`src/rtl/cf_sram_ctrl_pkg.sv`:
```
// -----------------------------------------------------------------------------
// cf_sram_ctrl_pkg
// Shared constants, state type and the byte-strobe to bit-enable helper for the
// CF_SRAM_1024x32 controller (cf_sram_ctrl) and its init sweep sub-block.
// -----------------------------------------------------------------------------
package cf_sram_ctrl_pkg;

  localparam int ADDR_W = 10;
  localparam int DATA_W = 32;
  localparam int STRB_W = DATA_W / 8;
  localparam int DEPTH  = 1024;

  typedef enum logic {
    INIT = 1'b0,
    RUN  = 1'b1
  } state_t;

  // Expand each byte strobe into eight per-bit enables for the macro's BEN pins.
  function automatic logic [DATA_W-1:0] strb_to_ben(input logic [STRB_W-1:0] strb);
    logic [DATA_W-1:0] ben;
    ben = '0;
    for (int i = 0; i < STRB_W; i++) begin
      ben[i*8 +: 8] = {8{strb[i]}};
    end
    return ben;
  endfunction

endpackage

```
`src/rtl/cf_sram_init_seq.sv`:
```
// -----------------------------------------------------------------------------
// cf_sram_init_seq
// Post-reset zeroing sweep: walks addresses 0..DEPTH-1, one per cycle, then
// raises init_done and stays idle until the next reset.
// Only instantiated when CF_SRAM_CTRL_INIT_EN is defined.
//
// Ports:
//   clk            clock
//   rst            synchronous active-high reset (restarts sweep at address 0)
//   o_sweep_en     sweep write is active this cycle
//   o_sweep_ad     address being zeroed this cycle
//   o_sweep_last   this cycle writes the final address
//   o_init_done    sweep finished, SRAM contents are all zero
// -----------------------------------------------------------------------------
module cf_sram_init_seq
  import cf_sram_ctrl_pkg::*;
(
  input  logic              clk,
  input  logic              rst,
  output logic              o_sweep_en,
  output logic [ADDR_W-1:0] o_sweep_ad,
  output logic              o_sweep_last,
  output logic              o_init_done
);

  localparam logic [ADDR_W-1:0] LAST_AD = ADDR_W'(DEPTH - 1);

  logic [ADDR_W-1:0] r_cnt;
  logic              r_done;

  always_ff @(posedge clk) begin
    if (rst) begin
      r_cnt  <= '0;
      r_done <= 1'b0;
    end else if (!r_done) begin
      r_cnt <= r_cnt + 1'b1;
      if (r_cnt == LAST_AD) begin
        r_done <= 1'b1;
      end
    end
  end

  assign o_sweep_en   = !r_done;
  assign o_sweep_ad   = r_cnt;
  assign o_sweep_last = !r_done && (r_cnt == LAST_AD);
  assign o_init_done  = r_done;

endmodule

```
`src/rtl/cf_sram_ctrl.sv`:
```
// -----------------------------------------------------------------------------
// cf_sram_ctrl
// Single-port controller for the CF_SRAM_1024x32 macro. A valid/ready request
// channel is converted combinationally into the macro command in the accept
// cycle; read data comes back on a valid/ready response channel with one cycle
// of latency. One response is held under backpressure by blocking new requests.
//
// Optional feature: define CF_SRAM_CTRL_INIT_EN to zero the whole array after
// every reset (INIT state, 1024 cycles) before accepting requests.
//
// Ports:
//   clk, rst                    clock (shared with macro CLKin), sync reset
//   req_valid/ready/we/addr/wdata/wstrb   request channel
//   rsp_valid/ready/rdata       read response channel
//   init_done                   SRAM usable
//   sram_en/r_wb/ad/ben/di/do   macro data path
//   sram_wlbi/sm/tm/scan_*      tied to 0
//   sram_vpwrac/vpwrpc          tied to 1
// -----------------------------------------------------------------------------
module cf_sram_ctrl #(
  parameter int ADDR_W = cf_sram_ctrl_pkg::ADDR_W,
  parameter int DATA_W = cf_sram_ctrl_pkg::DATA_W
) (
  input  logic                clk,
  input  logic                rst,
  input  logic                req_valid,
  output logic                req_ready,
  input  logic                req_we,
  input  logic [ADDR_W-1:0]   req_addr,
  input  logic [DATA_W-1:0]   req_wdata,
  input  logic [DATA_W/8-1:0] req_wstrb,
  output logic                rsp_valid,
  input  logic                rsp_ready,
  output logic [DATA_W-1:0]   rsp_rdata,
  output logic                init_done,
  output logic                sram_en,
  output logic                sram_r_wb,
  output logic [ADDR_W-1:0]   sram_ad,
  output logic [DATA_W-1:0]   sram_ben,
  output logic [DATA_W-1:0]   sram_di,
  input  logic [DATA_W-1:0]   sram_do,
  output logic                sram_wlbi,
  output logic                sram_sm,
  output logic                sram_tm,
  output logic                sram_scan_dr,
  output logic                sram_scan_dl,
  output logic                sram_scan_cc,
  output logic                sram_vpwrac,
  output logic                sram_vpwrpc
);

  import cf_sram_ctrl_pkg::state_t;
  import cf_sram_ctrl_pkg::INIT;
  import cf_sram_ctrl_pkg::RUN;
  import cf_sram_ctrl_pkg::strb_to_ben;

  state_t            r_state;
  state_t            w_state_next;
  logic              r_rsp_valid;
  logic              w_accept;
  logic              w_sweep_en;
  logic [ADDR_W-1:0] w_sweep_ad;
  logic              w_sweep_last;
  logic              w_init_done;

`ifdef CF_SRAM_CTRL_INIT_EN
  localparam state_t RESET_STATE = INIT;

  cf_sram_init_seq u_init_seq (
    .clk          (clk),
    .rst          (rst),
    .o_sweep_en   (w_sweep_en),
    .o_sweep_ad   (w_sweep_ad),
    .o_sweep_last (w_sweep_last),
    .o_init_done  (w_init_done)
  );
`else
  localparam state_t RESET_STATE = RUN;

  assign w_sweep_en   = 1'b0;
  assign w_sweep_ad   = '0;
  assign w_sweep_last = 1'b0;
  assign w_init_done  = 1'b1;
`endif

  // State register
  always_ff @(posedge clk) begin
    if (rst) begin
      r_state <= RESET_STATE;
    end else begin
      r_state <= w_state_next;
    end
  end

  // Next state: INIT leaves together with the final sweep write, so RUN and
  // init_done rise on the same edge.
  always_comb begin
    w_state_next = r_state;
    case (r_state)
      INIT:    if (w_sweep_last) w_state_next = RUN;
      RUN:     w_state_next = RUN;
      default: w_state_next = RUN;
    endcase
  end

  // Writes are blocked too while a response is stalled, so the macro never
  // sees a command that could disturb the held DO value.
  assign req_ready = w_init_done && (!r_rsp_valid || rsp_ready);
  assign w_accept  = req_valid && req_ready;

  always_ff @(posedge clk) begin
    if (rst) begin
      r_rsp_valid <= 1'b0;
    end else if (w_accept && !req_we) begin
      r_rsp_valid <= 1'b1;
    end else if (rsp_ready) begin
      r_rsp_valid <= 1'b0;
    end
  end

  // Macro command mux: sweep during INIT, request on accept, idle otherwise.
  // The sweep is held off while rst is high so reset leaves the pins idle.
  always_comb begin
    sram_en   = 1'b0;
    sram_r_wb = 1'b1;
    sram_ad   = '0;
    sram_ben  = '0;
    sram_di   = '0;
    if ((r_state == INIT) && w_sweep_en && !rst) begin
      sram_en   = 1'b1;
      sram_r_wb = 1'b0;
      sram_ad   = w_sweep_ad;
      sram_ben  = '1;
    end else if (w_accept) begin
      sram_en   = 1'b1;
      sram_r_wb = !req_we;
      sram_ad   = req_addr;
      sram_di   = req_wdata;
      sram_ben  = req_we ? strb_to_ben(req_wstrb) : '0;
    end
  end

  assign rsp_valid = r_rsp_valid;
  assign rsp_rdata = sram_do;
  assign init_done = w_init_done;

  assign sram_wlbi    = 1'b0;
  assign sram_sm      = 1'b0;
  assign sram_tm      = 1'b0;
  assign sram_scan_dr = 1'b0;
  assign sram_scan_dl = 1'b0;
  assign sram_scan_cc = 1'b0;
  assign sram_vpwrac  = 1'b1;
  assign sram_vpwrpc  = 1'b1;

endmodule
```
`config.mk`:
```
export PLATFORM = sky130hd
export DESIGN_NAME = cf_sram_ctrl
export DESIGN_NICKNAME = d
export VERILOG_FILES = /design/src/rtl/cf_sram_ctrl_pkg.sv /design/src/rtl/cf_sram_init_seq.sv /design/src/rtl/cf_sram_ctrl.sv
export SDC_FILE = /design/constraint.sdc
export NUM_CORES = 1
export LEC_CHECK = 0
export CAP_MARGIN = 20
export CORE_AREA = 2 2 79 81
export DETAILED_ROUTE_END_ITERATION = 16
export DIE_AREA = 0 0 81 83
export PLACE_DENSITY = 0.79
export SETUP_SLACK_MARGIN = 0.02
export SLEW_MARGIN = 40
export SYNTH_ARGS = -nofsm -noshare
export SYNTH_HDL_FRONTEND = slang
export SYNTH_SLANG_ARGS = --single-unit
```
`constraint.sdc`:
```
create_clock -name clk -period 1.4 [get_ports clk]
set_input_delay 0.28 -clock clk [delete_from_list [all_inputs] [get_ports clk]]
set_output_delay 0.28 -clock clk [all_outputs]
set_load 0.02 [all_outputs]
```
; ---- Word level (Yosys, flattened, before mapping)
; Index checks and enable logic that the tools add are counted.
[totals]
reg_bits = 1
input_bits = 83
out_inout_bits = 119
elab_cells = 15
[classes]
muxes = 8
reduce_logical = 6
[ops]
columns = cell, n
row1 = 32-bit two-way mux, 3
row2 = 10-bit two-way mux, 1
row3 = 1-bit two-way mux, 4
row4 = 1-bit logical AND, 2
row5 = 1-bit zero test, 2
row6 = 2-bit nonzero test, 1
row7 = 1-bit logical OR, 1

; ---- Logic depth before layout (Yosys ltp)
[logic_depth]
word_depth = 5
mapped_depth = 4
depth_no_buf = 2

; ---- Worst setup path before layout
; No wires, ideal clock.
[synth_timing]
kind = reg-to-output
startpoint = reg r_rsp_valid, in the netlist rsp_valid
endpoint = out sram_ben[10]
t_arrival_ns = 1.261
required_ns = 1.120
setup_slack_ns = -0.141
stages_incl_launch_ff = 5
path_buffers = 2
cell_sequence = dfxtp_1 -> nand2b_4 -> buf_6 -> and4_1 -> buf_4
[synth_via]
elab_chain_len = 4
[synth_lines]
columns = item, line
row1 = from (decl), cf_sram_ctrl.sv:59  ; logic r_rsp_valid;
row2 = from (signal assigned), cf_sram_ctrl.sv:113  ; r_rsp_valid <= 1'b0;
row3 = from (signal assigned), cf_sram_ctrl.sv:115  ; r_rsp_valid <= 1'b1;
row4 = from (signal assigned), cf_sram_ctrl.sv:117  ; r_rsp_valid <= 1'b0;
row5 = 1-bit zero test, cf_sram_ctrl.sv:108  ; assign req_ready = w_init_done && (!r_rsp_valid || rsp_ready);
row6 = 1-bit logical OR, cf_sram_ctrl.sv:108
row7 = 1-bit logical AND, cf_sram_ctrl.sv:109  ; assign w_accept = req_valid && req_ready;
row8 = 32-bit two-way mux, cf_sram_ctrl.sv:134  ; end else if (w_accept) begin
row9 = to (decl), cf_sram_ctrl.sv:39  ; output logic [DATA_W-1:0] sram_ben,
; Every way passes these cells.

; ---- Final worst setup path
[layout_timing]
startpoint = in req_wdata[1]
endpoint = out sram_di[1]
[layout_via]
elab_chain_len = 1
[layout_lines]
columns = item, line
row1 = from (decl), cf_sram_ctrl.sv:30  ; input logic [DATA_W-1:0] req_wdata,
row2 = 32-bit two-way mux, cf_sram_ctrl.sv:134
row3 = to (decl), cf_sram_ctrl.sv:40  ; output logic [DATA_W-1:0] sram_di,
; Every way passes these cells.

==> impl_metrics.toml <==
[synth]
yosysTopAreaCell = "buf_4"
synth-edff-count = 0
async_reset_ff_share_pct = 0
yosys-top-cells-count = "buf_4 (70), and3_1 (42), buf_6 (6)"
syn_area_per_cell_sq_um = 7.291
synth_seq_area_share_pct = 2.065
ys_seq_elements = 1
synth_most_common_cell = "buf_4"
syn_area_sq_um = 969.7
synthTopCellsByArea = "buf_4 (54%), and3_1 (27%), buf_6 (7.0%)"
synth-warning-count = 0
yosys_most_used_dff = "dfxtp_1"
yosys.cell_types.count = 12
synth_top_area_share_pct = 54.19
synthCells = 133

[finish]
fillCellCount = 669
final_cells = 276
area_delta_synth_final_pct = 60.52
layout-drive-gt1-share_pct = 48.76
fin_util_pct = 26.76
diodes = 0
fin_nets = 286
largest_register_ffs = 1

[placement]
dp_hpwl_um = 2906
gp_congestion = 0.6353
place_inst = 272
io_buffers = 128

[global_routing]
antenna_found_initial = 0
use_met1_pct = 9.365
grt_use_total_pct = 8.951
grt_busiest_layer = "met2"
grt_max_degree = 35
grt_use_met3_pct = 3.370
grt_pass1_vias = 945
grt_pass1_wl_um = 4947
grt_overflow = 0
use_met2_pct = 16.90

[critical_path]
r2r_slack_ns = 0.63
endpoint_kind = "output port"
critical-path-slowest-cell = "clkdlybuf4s50_1"
worstSetupStartpointType = "input port"
max_stage_delay_ns = 0.49
r2r_cells = 3
criticalPathCategory = "in2out"
worstPathCellList = "clkdlybuf4s50_1 -> and3_1 -> buf_2"
worst_r2r_endpoint = "rsp_valid"
cp.required_ns = 1.12
regToRegStartpoint = "rsp_valid"
arrival_ns = 1.08
critPathMaxFanout = 1

[sta]
hold_viol = 0
timing.final.crit_share_pct = 96.86
period_minus_slack_ns = 1.356
skew_ns = 0
rsz0062_at_grt = "yes"
final_max_slew_viol_count = 0
max_freq_mhz = 737.4
setup_violations = 0

[drt]
routed_wl_um = 3598
detail_route.iter0.violations = 23
wl_per_cell_um = 13.04
ant_nets = 0
num_vias = 1023
dr.pass1.iters = 4
vias_per_cell = 3.707
drc = 0

[run_status]
status = "finished clean"

[floorplanning]
core_area_sq_um = 5816
start_util_pct = 16.67
placementRows = 28
io_pins = 202
die_y_um = 83
chipWidth_um = 81
dieArea_sq_um = 6723

[worst_hold_path]
hold_depth = 0
worstHoldStart = "sram_do[10]"
hold_path_end = "rsp_rdata[10]"
hold_path_class = "in2out"

[cts]
hold_buffers = 0
clock_latency_ns = 0

[pwr]
total_power_uw = 591.4
powerDensity_nw_per_um2 = 380.0
vdd_drop_max_mv = 0.1224
power.leakage_nw = 0.9529

[run]
drv_cap = 0
[worst max-delay path, delay by kind of cell]
| family | cells | cell delay (ns) |
|---|---|---|
| buf+inv | 2 | 0.65 |
| simple gates | 1 | 0.15 |
[report_power, final]
part	internal, mW	switching, mW	total [mW]
registers	0.0310	0.00147	0.0325
logic	0.273	0.285	0.559
clock network	0	0	0
total	0.304	0.287	0.591
[through the flow]
step	worst slack [ns]	area [sq um]	TNS (ns)	hold slack (ns)
finish	0.04395	1556	0	0.5600
global route	0.007652	1556	0	0.5600
CTS	0.02248	1629	0	0.5601
detailed placement	-0.7810	1854	-56.32	0.5601
global placement	-0.7530	1854	-55.30	0.5601
floorplan	0.003080	1002	0	0.3417
[cell type report]
| class | instances | area [sq um] | share of cell area (%) |
|---|---|---|---|
| repair buffers | 140 | 1059 | 68.01 |
| flip-flops and latches | 1 | 21.27 | 1.367 |
| multi-input cells | 60 | 382.9 | 24.60 |
| well taps | 75 | 93.84 | 6.029 |
[cells by family after synthesis]
family | Yosys count | share of synthesized area (%)
buf+inv | 79 | 62.71
simple gates | 50 | 33.93
other cells | 2 | 0.7745
compound gates | 1 | 0.5156
flops | 1 | 2.065
[repair_timing]
| item | in CTS | in global routing |
|---|---|---|
| gates cloned | 1 | 0 |
| pin swaps | 2 | 2 |
| buffers inserted | 2 | 1 |
| resized for setup | 317 | 26 |
| setup endpoints to repair | 77 | 26 |
[how the worst max path moves through the flow]
stage	slack, ns	to	cells past startpoint	start
floorplan	0.003	sram_ben[10]	4	rsp_valid
global route	0.008	sram_di[16]	5	rsp_ready
global placement	-0.75	sram_ad[9]	5	req_valid
finish	0.04	sram_di[1]	3	req_wdata[1]
CTS	0.02	sram_en	5	rsp_ready
detailed placement	-0.78	sram_ben[11]	4	req_valid
[placed cells by master, fill, tap and decap left out]
cell type,instances
clkbuf_2,1
buf_4,13
conb_1,9
and3_4,1
and3_1,41
dlygate4sd2_1,5
buf_12,2
buf_2,66
nand3_1,1
nand2b_1,1
and4_4,4
buf_6,8
dfxtp_2,1
and2_1,1
clkdlybuf4s15_2,1
nand2b_4,1
a21oi_1,1
clkdlybuf4s50_1,44
[per-layer routing]
metal | up-vias | wire length (um)
met1 | 440 | 1275
met4 | 0 | 59
met2 | 75 | 1730
met3 | 8 | 531
met5 | - | 0
li1 | 500 | -
No activity file was read; power rests on OpenSTA's default activity.
